===== config.mk =====
export PLATFORM = sky130hd
export DESIGN_NAME = softmax_sched
export DESIGN_NICKNAME = d
export VERILOG_FILES = /design/src/rtl/softmax_pkg.sv /design/src/rtl/rr_arbiter.sv /design/src/rtl/softmax_sched.sv
export SDC_FILE = /design/constraint.sdc
export NUM_CORES = 1
export LEC_CHECK = 0
export CAP_MARGIN = 20
export CORE_AREA = 2 2 228 230
export CTS_BUF_LIST = sky130_fd_sc_hd__clkbuf_4
export DETAILED_ROUTE_END_ITERATION = 16
export DIE_AREA = 0 0 230 232
export HOLD_SLACK_MARGIN = 0.12
export PLACE_DENSITY_LB_ADDON = 0.05
export REMOVE_ABC_BUFFERS = 1
export SYNTH_ARGS = -nofsm -noshare
export SYNTH_HDL_FRONTEND = slang
export SYNTH_SLANG_ARGS = --single-unit

===== constraint.sdc =====
create_clock -name clk -period 5.39 [get_ports clk]
set_input_delay 1.078 -clock clk [delete_from_list [all_inputs] [get_ports clk]]
set_output_delay 1.078 -clock clk [all_outputs]
set_load 0.01 [all_outputs]

===== src/rtl/softmax_pkg.sv =====
// softmax_pkg: state encoding, default vector geometry and a clog2 helper shared by the scheduler and engine
package softmax_pkg;
    localparam int DATA_WIDTH_DEF = 8;
    localparam int NODES_DEF = 10;
    typedef enum logic [2:0] {IDLE, LOAD, START, WAIT, RESP} state_t;
    function automatic int clog2(input int v);
        int r;
        r = 0;
        while ((1 << r) < v) r++;
        return r;
    endfunction
endpackage


===== src/rtl/rr_arbiter.sv =====
// rr_arbiter: combinational round-robin pick of the first valid request at or above ptr, with wrap
module rr_arbiter #(
    parameter int REQS = 4,
    parameter int IDW = 2
) (
    input  logic [REQS-1:0] req,
    input  logic [IDW-1:0]  ptr,
    output logic [REQS-1:0] gnt,
    output logic [IDW-1:0]  gnt_id
);
    logic [IDW:0]   s;
    logic [IDW-1:0] k;
    always_comb begin
        gnt = '0;
        gnt_id = '0;
        s = '0;
        k = '0;
        // scan from the farthest offset down so the nearest valid index wins
        for (int i = REQS - 1; i >= 0; i--) begin
            s = {1'b0, ptr} + (IDW + 1)'(i);
            s = s >= (IDW + 1)'(REQS) ? s - (IDW + 1)'(REQS) : s;
            k = s[IDW-1:0];
            if (req[k]) begin
                gnt = REQS'(1) << k;
                gnt_id = k;
            end
        end
    end
endmodule


===== src/rtl/softmax_sched.sv =====
// softmax_sched: round-robin front end sharing one softmax engine among REQS requesters, with a done watchdog
module softmax_sched
    import softmax_pkg::*;
#(
    parameter int DATA_WIDTH = DATA_WIDTH_DEF,
    parameter int NODES = NODES_DEF,
    parameter int REQS = 4,
    parameter int IDW = 2,
    parameter int TIMEOUT = 1024
) (
    input  logic                             clk,
    input  logic                             reset_n,
    input  logic [REQS-1:0]                  req_valid,
    output logic [REQS-1:0]                  req_ready,
    input  logic [REQS*DATA_WIDTH*NODES-1:0] req_data,
    output logic [REQS-1:0]                  rsp_valid,
    input  logic [REQS-1:0]                  rsp_ready,
    output logic [IDW-1:0]                   rsp_id,
    output logic [DATA_WIDTH*NODES-1:0]      rsp_data,
    output logic                             rsp_error,
    output logic                             eng_start,
    output logic [DATA_WIDTH*NODES-1:0]      eng_inputs,
    input  logic                             eng_done,
    input  logic [DATA_WIDTH*NODES-1:0]      eng_outputs,
    output logic                             busy
);
    localparam int VW = DATA_WIDTH * NODES;
    localparam int CW = clog2(TIMEOUT) + 1;

    state_t          state, state_n;
    logic [IDW-1:0]  rr_ptr, cur_id, gnt_id;
    logic [REQS-1:0] gnt;
    logic [CW-1:0]   wd_cnt;
    logic            armed, hs, done_ok, tmo, acc;

    rr_arbiter #(.REQS(REQS), .IDW(IDW)) u_arb (
        .req(req_valid),
        .ptr(rr_ptr),
        .gnt(gnt),
        .gnt_id(gnt_id)
    );

    // the grant is masked by reset so every output reads 0 while reset_n is low
    assign req_ready = (state == IDLE && reset_n) ? gnt : '0;
    assign hs = |(req_valid & req_ready);
    assign done_ok = armed & eng_done;
    assign tmo = wd_cnt == CW'(TIMEOUT - 1);
    assign acc = rsp_ready[cur_id];
    assign eng_start = state == START;
    assign busy = state != IDLE;
    assign rsp_valid = state == RESP ? REQS'(1) << cur_id : '0;
    assign rsp_id = cur_id;

    always_comb begin
        state_n = state;
        case (state)
            IDLE:    state_n = hs ? LOAD : IDLE;
            LOAD:    state_n = START;
            START:   state_n = WAIT;
            WAIT:    state_n = (done_ok || tmo) ? RESP : WAIT;
            RESP:    state_n = acc ? IDLE : RESP;
            default: state_n = IDLE;
        endcase
    end

    always_ff @(posedge clk or negedge reset_n) begin
        if (!reset_n) state <= IDLE;
        else state <= state_n;
    end

    always_ff @(posedge clk or negedge reset_n) begin
        if (!reset_n) begin
            rr_ptr <= '0;
            cur_id <= '0;
            wd_cnt <= '0;
            armed <= 1'b0;
            eng_inputs <= '0;
            rsp_data <= '0;
            rsp_error <= 1'b0;
        end else begin
            if (state == IDLE && hs) cur_id <= gnt_id;
            if (state == LOAD) eng_inputs <= req_data[cur_id*VW +: VW];
            if (state == START) begin
                wd_cnt <= '0;
                armed <= 1'b0;
            end
            if (state == WAIT) begin
                if (wd_cnt != '1) wd_cnt <= wd_cnt + CW'(1);
                // a done level must first be seen low so a stale done from the last run is ignored
                if (!eng_done) armed <= 1'b1;
                if (done_ok) begin
                    rsp_data <= eng_outputs;
                    rsp_error <= 1'b0;
                end else if (tmo) begin
                    rsp_data <= '0;
                    rsp_error <= 1'b1;
                end
            end
            if (state == RESP && acc) rr_ptr <= cur_id == IDW'(REQS - 1) ? '0 : cur_id + IDW'(1);
        end
    end
endmodule


### Yosys cells after proc, flatten, opt, wreduce, memory -nomap -nowiden

Index checks and enable logic that the tools add are counted.

| operators by class | value |
|---|---|
| add/sub/neg operators | 9 |
| multiply operators | 1 |
| $lt $le $gt $ge | 9 |
| eq/ne operators | 7 |
| shift-type cells | 6 |
| muxes and demuxes | 39 |
| bitwise logic cells | 2 |
| reduce and logical (&&, ||, !) cells | 9 |

Operators with widths:

| operator | count |
|---|---|
| $shiftx A320 B10 Y80 | 1 |
| $mux W80 | 2 |
| $mux W11 | 3 |
| $mux W4 | 6 |
| $shl A1 B2 Y4 const A | 5 |
| $mux W2 | 9 |
| $lt A2 B3 Y1 const B | 5 |
| $pmux W3 S5 | 1 |
| $add A11 B1 Y11 const B | 1 |
| $eq A11 B10 Y1 const B | 1 |
| $mux W1 | 11 |
| $ne A11 B11 Y1 const B | 1 |
| $bmux W1 S2 | 5 |
| $ge A3 B3 Y1 const B | 3 |
| $sub A2 B1 Y2 const B | 4 |
| $add A2 B2 Y3 const B | 2 |
| $eq A3 B2 Y1 const B | 2 |
| $mux W3 | 2 |
| $mul A2 B3 Y5 const B | 1 |
| $and A4 B4 Y4 | 1 |
| $reduce_or A4 Y1 | 1 |
| $add A2 B1 Y3 const B | 1 |
| $eq A3 B1 Y1 const B | 1 |
| $eq A3 B3 Y1 const B | 1 |
| 10 further kinds | 12 |

| storage, ports and cells | value |
|---|---|
| register bits | 180 |
| output and inout port bits | 173 |
| word-level logic and storage cells | 90 |

### Logic depth before layout (Yosys ltp)

| logic depth | value |
|---|---|
| depth after elaboration | 14 |
| depth in mapped cells | 10 |
| depth with buffers taken out | 8 |

### By module

A second synthesis with hierarchy kept.

| unflattened totals | value |
|---|---|
| cell total of the unflattened synthesis | 644 |
| area total of the unflattened synthesis | 9462.8 um^2 |

By module, submodules not included:

| module | times used | cells each | area an instance (um^2) | seq. area each (um^2) |
|---|---|---|---|---|
| softmax_sched | 1 | 584 | 8972.4 | 4504.3 |
| rr_arbiter | 1 | 60 | 490.5 | 0.0 |

### Worst setup path after synthesis

OpenSTA, ideal clock, no wires.

| timing | value |
|---|---|
| path kind | input to output |
| from | in req_valid[1] |
| to | out req_ready[2] |
| arrival | 2.246 ns |
| required time | 4.312 ns |
| path slack | 2.066 ns |
| stages | 5 |
| cells stage by stage | buf_2 mux4_2 nor2_1 nand3_2 a41oi_2 |

| between the ends | value |
|---|---|
| word-level cells in the longest chain between the ends | 7 |
| elaborated cells on any way between the ends | 13 |
| classes of those cells | mux: 13 |

RTL lines:

| what | RTL line | source |
|---|---|---|
| start: declaration | softmax_sched.sv:13 | `input logic [REQS-1:0] req_valid,` |
| $bmux W1 S2 | rr_arbiter.sv:23 | `if (req[k]) begin` |
| $mux W1 (not written as such) | rr_arbiter.sv:23 |  |
| $mux W4 (3 in a row) | rr_arbiter.sv:23 |  |
| $mux W4 * | rr_arbiter.sv:23 |  |
| $mux W4 * | softmax_sched.sv:44 | `assign req_ready = (state == IDLE && reset_n) ? gnt : '0;` |
| end: declaration | softmax_sched.sv:14 | `output logic [REQS-1:0] req_ready,` |

Every way passes the cells marked *; elsewhere a longest branch is shown, timed or not. The select of a mux whose other input is x is not followed.

### Worst setup path after layout

| timing | value |
|---|---|
| from | reg rr_ptr[0] |
| to | out req_ready[2] |

| between the ends | value |
|---|---|
| word-level cells in the longest chain between the ends | 10 |
| elaborated cells on any way between the ends | 32 |
| classes of those cells | add/sub: 7; order compare: 4; shift: 4; mux: 17 |

RTL lines:

| what | RTL line | source |
|---|---|---|
| start: declaration | softmax_sched.sv:31 | `logic [IDW-1:0] rr_ptr, cur_id, gnt_id;` |
| start signal: assignment | softmax_sched.sv:99 | `if (state == RESP && acc) rr_ptr <= cur_id == IDW'(REQS - 1) ? '0 : cur_id + IDW'(1);` |
| $add A2 B2 Y3 | rr_arbiter.sv:20 | `s = {1'b0, ptr} + (IDW + 1)'(i);` |
| $ge A3 B3 Y1 or $sub A2 B1 Y2 (tied branches) | rr_arbiter.sv:21 | `s = s >= (IDW + 1)'(REQS) ? s - (IDW + 1)'(REQS) : s;` |
| $mux W2 | rr_arbiter.sv:21 |  |
| $bmux W1 S2 | rr_arbiter.sv:23 |  |
| $mux W1 (not written as such) | rr_arbiter.sv:23 |  |
| $mux W4 (3 in a row) | rr_arbiter.sv:23 |  |
| $mux W4 * | rr_arbiter.sv:23 |  |
| $mux W4 * | softmax_sched.sv:44 |  |

Marked as above.

==> impl_metrics.ini <==
[clocking]
clockBufferDepth = 2
numClockSinks = 180
ctsHtreeMaxLevel = 4
clock_latency_ns = 0.76
clock-root-buffer = clkbuf_4
cts_tree = yes
numCtsBuffers = 17
clk_pin_slew_ns = 0.16

[place]
dp_hpwl_mm = 35.9
io_buffers = 583
place_inst = 1876
gp_congestion = 0.823

[die]
core-area_um2 = 50900
die_area_um2 = 53400
row_count = 83
die_h_um = 232
die_w_um = 230
initial_core_util = 0.184
pin_count = 584

[timing]
slew_headroom = 0.302
fin_tns_setup_ns = 0
timing.fmax_mhz = 205
hold_viol_final = 0
slew_viol_final = 0
skew_ns = 0.0210
post-route-period-util = 0.905
period_needed_ns = 4.88
setup_viol = 0
worst_slew_pin_slew_ns = 1.05
rsz0062_at_grt = no

[yosys]
synth_most_common_cell = dfrtp_1
ys_seq_elements = 180
synth_common_cells = dfrtp_1 (180), a22o_1 (83), mux2_2 (83), mux4_2 (83), clkbuf_1 (37)
syn_area_um2 = 9390
synthFlopType = dfrtp_1
synth_area_leader_cell = dfrtp_1
synth_top_area_frac = 0.480
async_flop_share = 1.00
ys_types = 48
synth_area_leaders = dfrtp_1 (48%), mux4_2 (20%), mux2_2 (10%), a22o_1 (7.7%), ha_1 (1.7%)
ys_seq_area_frac = 0.480
syn_inst = 657
ys_warn_count = 0
synth_edf_count = 0
synth.avg_cell_area_um2 = 14.3

[cells_and_area]
final_util = 0.319
layoutNonFillerInstCount = 1921
syn_to_final_growth_pct = 73.2
drive_gt1_frac = 0.181
fin_nets = 1640

[global_routing]
gr-total-overflow = 0
grt_use_total = 0.171
grt_first_pass_wirelength_mm = 65.0
antenna_found_initial = 15
grt_max_degree = 83
grt_pass1_vias = 8891

[setup_path]
critical-path-top-delay-family = buffers and inverters
worstSetupEndpointType = primary output
cp-start-kind = flip-flop
worstPathCellList = inv_1, ha_1, nor3_1, a22oi_1, a41oi_2, clkdlybuf4s50_1
crit_type = reg -> out
cpPeakStageDelay_ns = 0.66
worstPathRequired_ns = 4.31
slowest_stage = dfrtp_2
cp.arrival_ns = 3.80
crit_buf_inv = 2
path_max_fanout = 21

[route]
firstDrtPassIters = 4
drt-vias-per-instance = 4.32
drt-initial-drc-count = 386
wirelength_mm = 46.0
drtAntennaViolNets = 0
num_vias = 8291
wl_per_cell_um = 23.9
drc_errors = 0

[power]
ir_worst_vdd_mv = 0.191
powerDensity_nw_per_um2 = 463
power_leakage_uw = 0.00615

[run]
cap_violations = 0

[worst_hold_path]
hold_class = reg -> reg

[outcome]
status = complete, no violations
[power by group]
group          internal, uW  total (uW)  switching, uW
registers              1970        2400            429
clock network           211         806            595
logic                  2510        4320           1810
total                  4700        7530           2830
[through the flow]
step           setup WS, ns  hold slack [ns]  cell area, um^2  power, uW
2_1_floorplan         -1.91            0.466             9150       4650
3_3_place_gp          0.716            0.480            16000       6870
3_5_place_dp          0.731            0.491            16000       6850
4_1_cts              0.0570            0.528            16200       7710
5_1_grt               0.244            0.541            16300       8060
6_report              0.510            0.522            16300       7530
[flip-flops by register name, indices dropped and copies added (netlist names)]
register    count
eng_inputs     80
rsp_error       1
rr_ptr          2
wd_cnt         11
rsp_data       80
armed           1
state           3
rsp_id          2
[cells by family (layout without fill, tap and decap cells)]
family,count (synthesis),count (layout),synth area share
and+or+nand+nor,82,82,0.0440
xor gates and xnor gates,1,1,0.000933
adders and majority gates,13,13,0.0173
buffers and inverters,71,643,0.0321
muxes,173,173,0.307
AOI/OAI and AO/OA,137,137,0.119
DFF,180,180,0.480
other,0,12,0
[worst paths after layout]
path                                       startpoint                    endpoint  slack (ns)  cells past startpoint
max                             rr_ptr[0]$_DFFE_PN0P_                req_ready[2]        0.51                      6
min                        eng_inputs[64]$_DFFE_PN0P_  eng_inputs[64]$_DFFE_PN0P_        0.52                      1
max reg2reg                     rr_ptr[0]$_DFFE_PN0P_       rsp_id[0]$_DFFE_PN0P_        2.22                      8
min reg2reg                eng_inputs[64]$_DFFE_PN0P_  eng_inputs[64]$_DFFE_PN0P_        0.52                      1
max in group asynchronous                     reset_n  eng_inputs[46]$_DFFE_PN0P_        2.87                      4
min in group asynchronous                     reset_n     rsp_data[2]$_DFFE_PN0P_        0.75                      2
[routing by layer]
metal	GRT usage	vias to the layer above	wire [um]
li1	-	3711	-
met1	0.183	4127	16800
met2	0.297	388	23400
met3	0.0877	49	4990
met4	0.0425	16	714
met5	0	-	86
[cell type report]
cell class	count	area (um^2)
well taps	680	851
diodes	12	30.0
fillers	5186	34600
clock inverters	13	119
repair buffers	595	5940
multi-input cells	406	4600
flip-flops and latches	180	4510
clock buffers	19	143
inverters	16	60.1
[cells in the final DEF (no fill, tap or decap), drive strengths merged, types with 8 or more instances in the layout]
| cell | netlist | layout |
|---|---|---|
| dfrtp | 180 | 180 |
| clkbuf | 37 | 20 |
| clkdlybuf4s50 | 0 | 582 |
| inv | 16 | 23 |
| nand2 | 20 | 20 |
| nand3 | 12 | 12 |
| a21oi | 13 | 13 |
| buf | 18 | 11 |
| mux2 | 86 | 86 |
| diode | 0 | 12 |
| mux4 | 83 | 83 |
| a31oi | 8 | 8 |
| ha | 13 | 13 |
| nor2 | 20 | 20 |
| o21ai | 10 | 10 |
| a22o | 83 | 83 |
[worst register-to-register path: cells and delay by family, from the launching register on]
| kind | cells | cell delay, ns |
|---|---|---|
| AOI/OAI and AO/OA | 3 | 0.97 |
| DFF | 1 | 0.66 |
| adders and majority gates | 1 | 0.53 |
| muxes | 1 | 0.37 |
| buffers and inverters | 2 | 0.36 |
| and+or+nand+nor | 1 | 0.16 |
[timing repair]
item,CTS,global route
endpoints found under the hold margin,26,0
setup buffers,0,0
setup endpoints to repair,0,2
hold buffers,1,0
gates resized for setup,0,1
(Power assumes the default switching activity.)
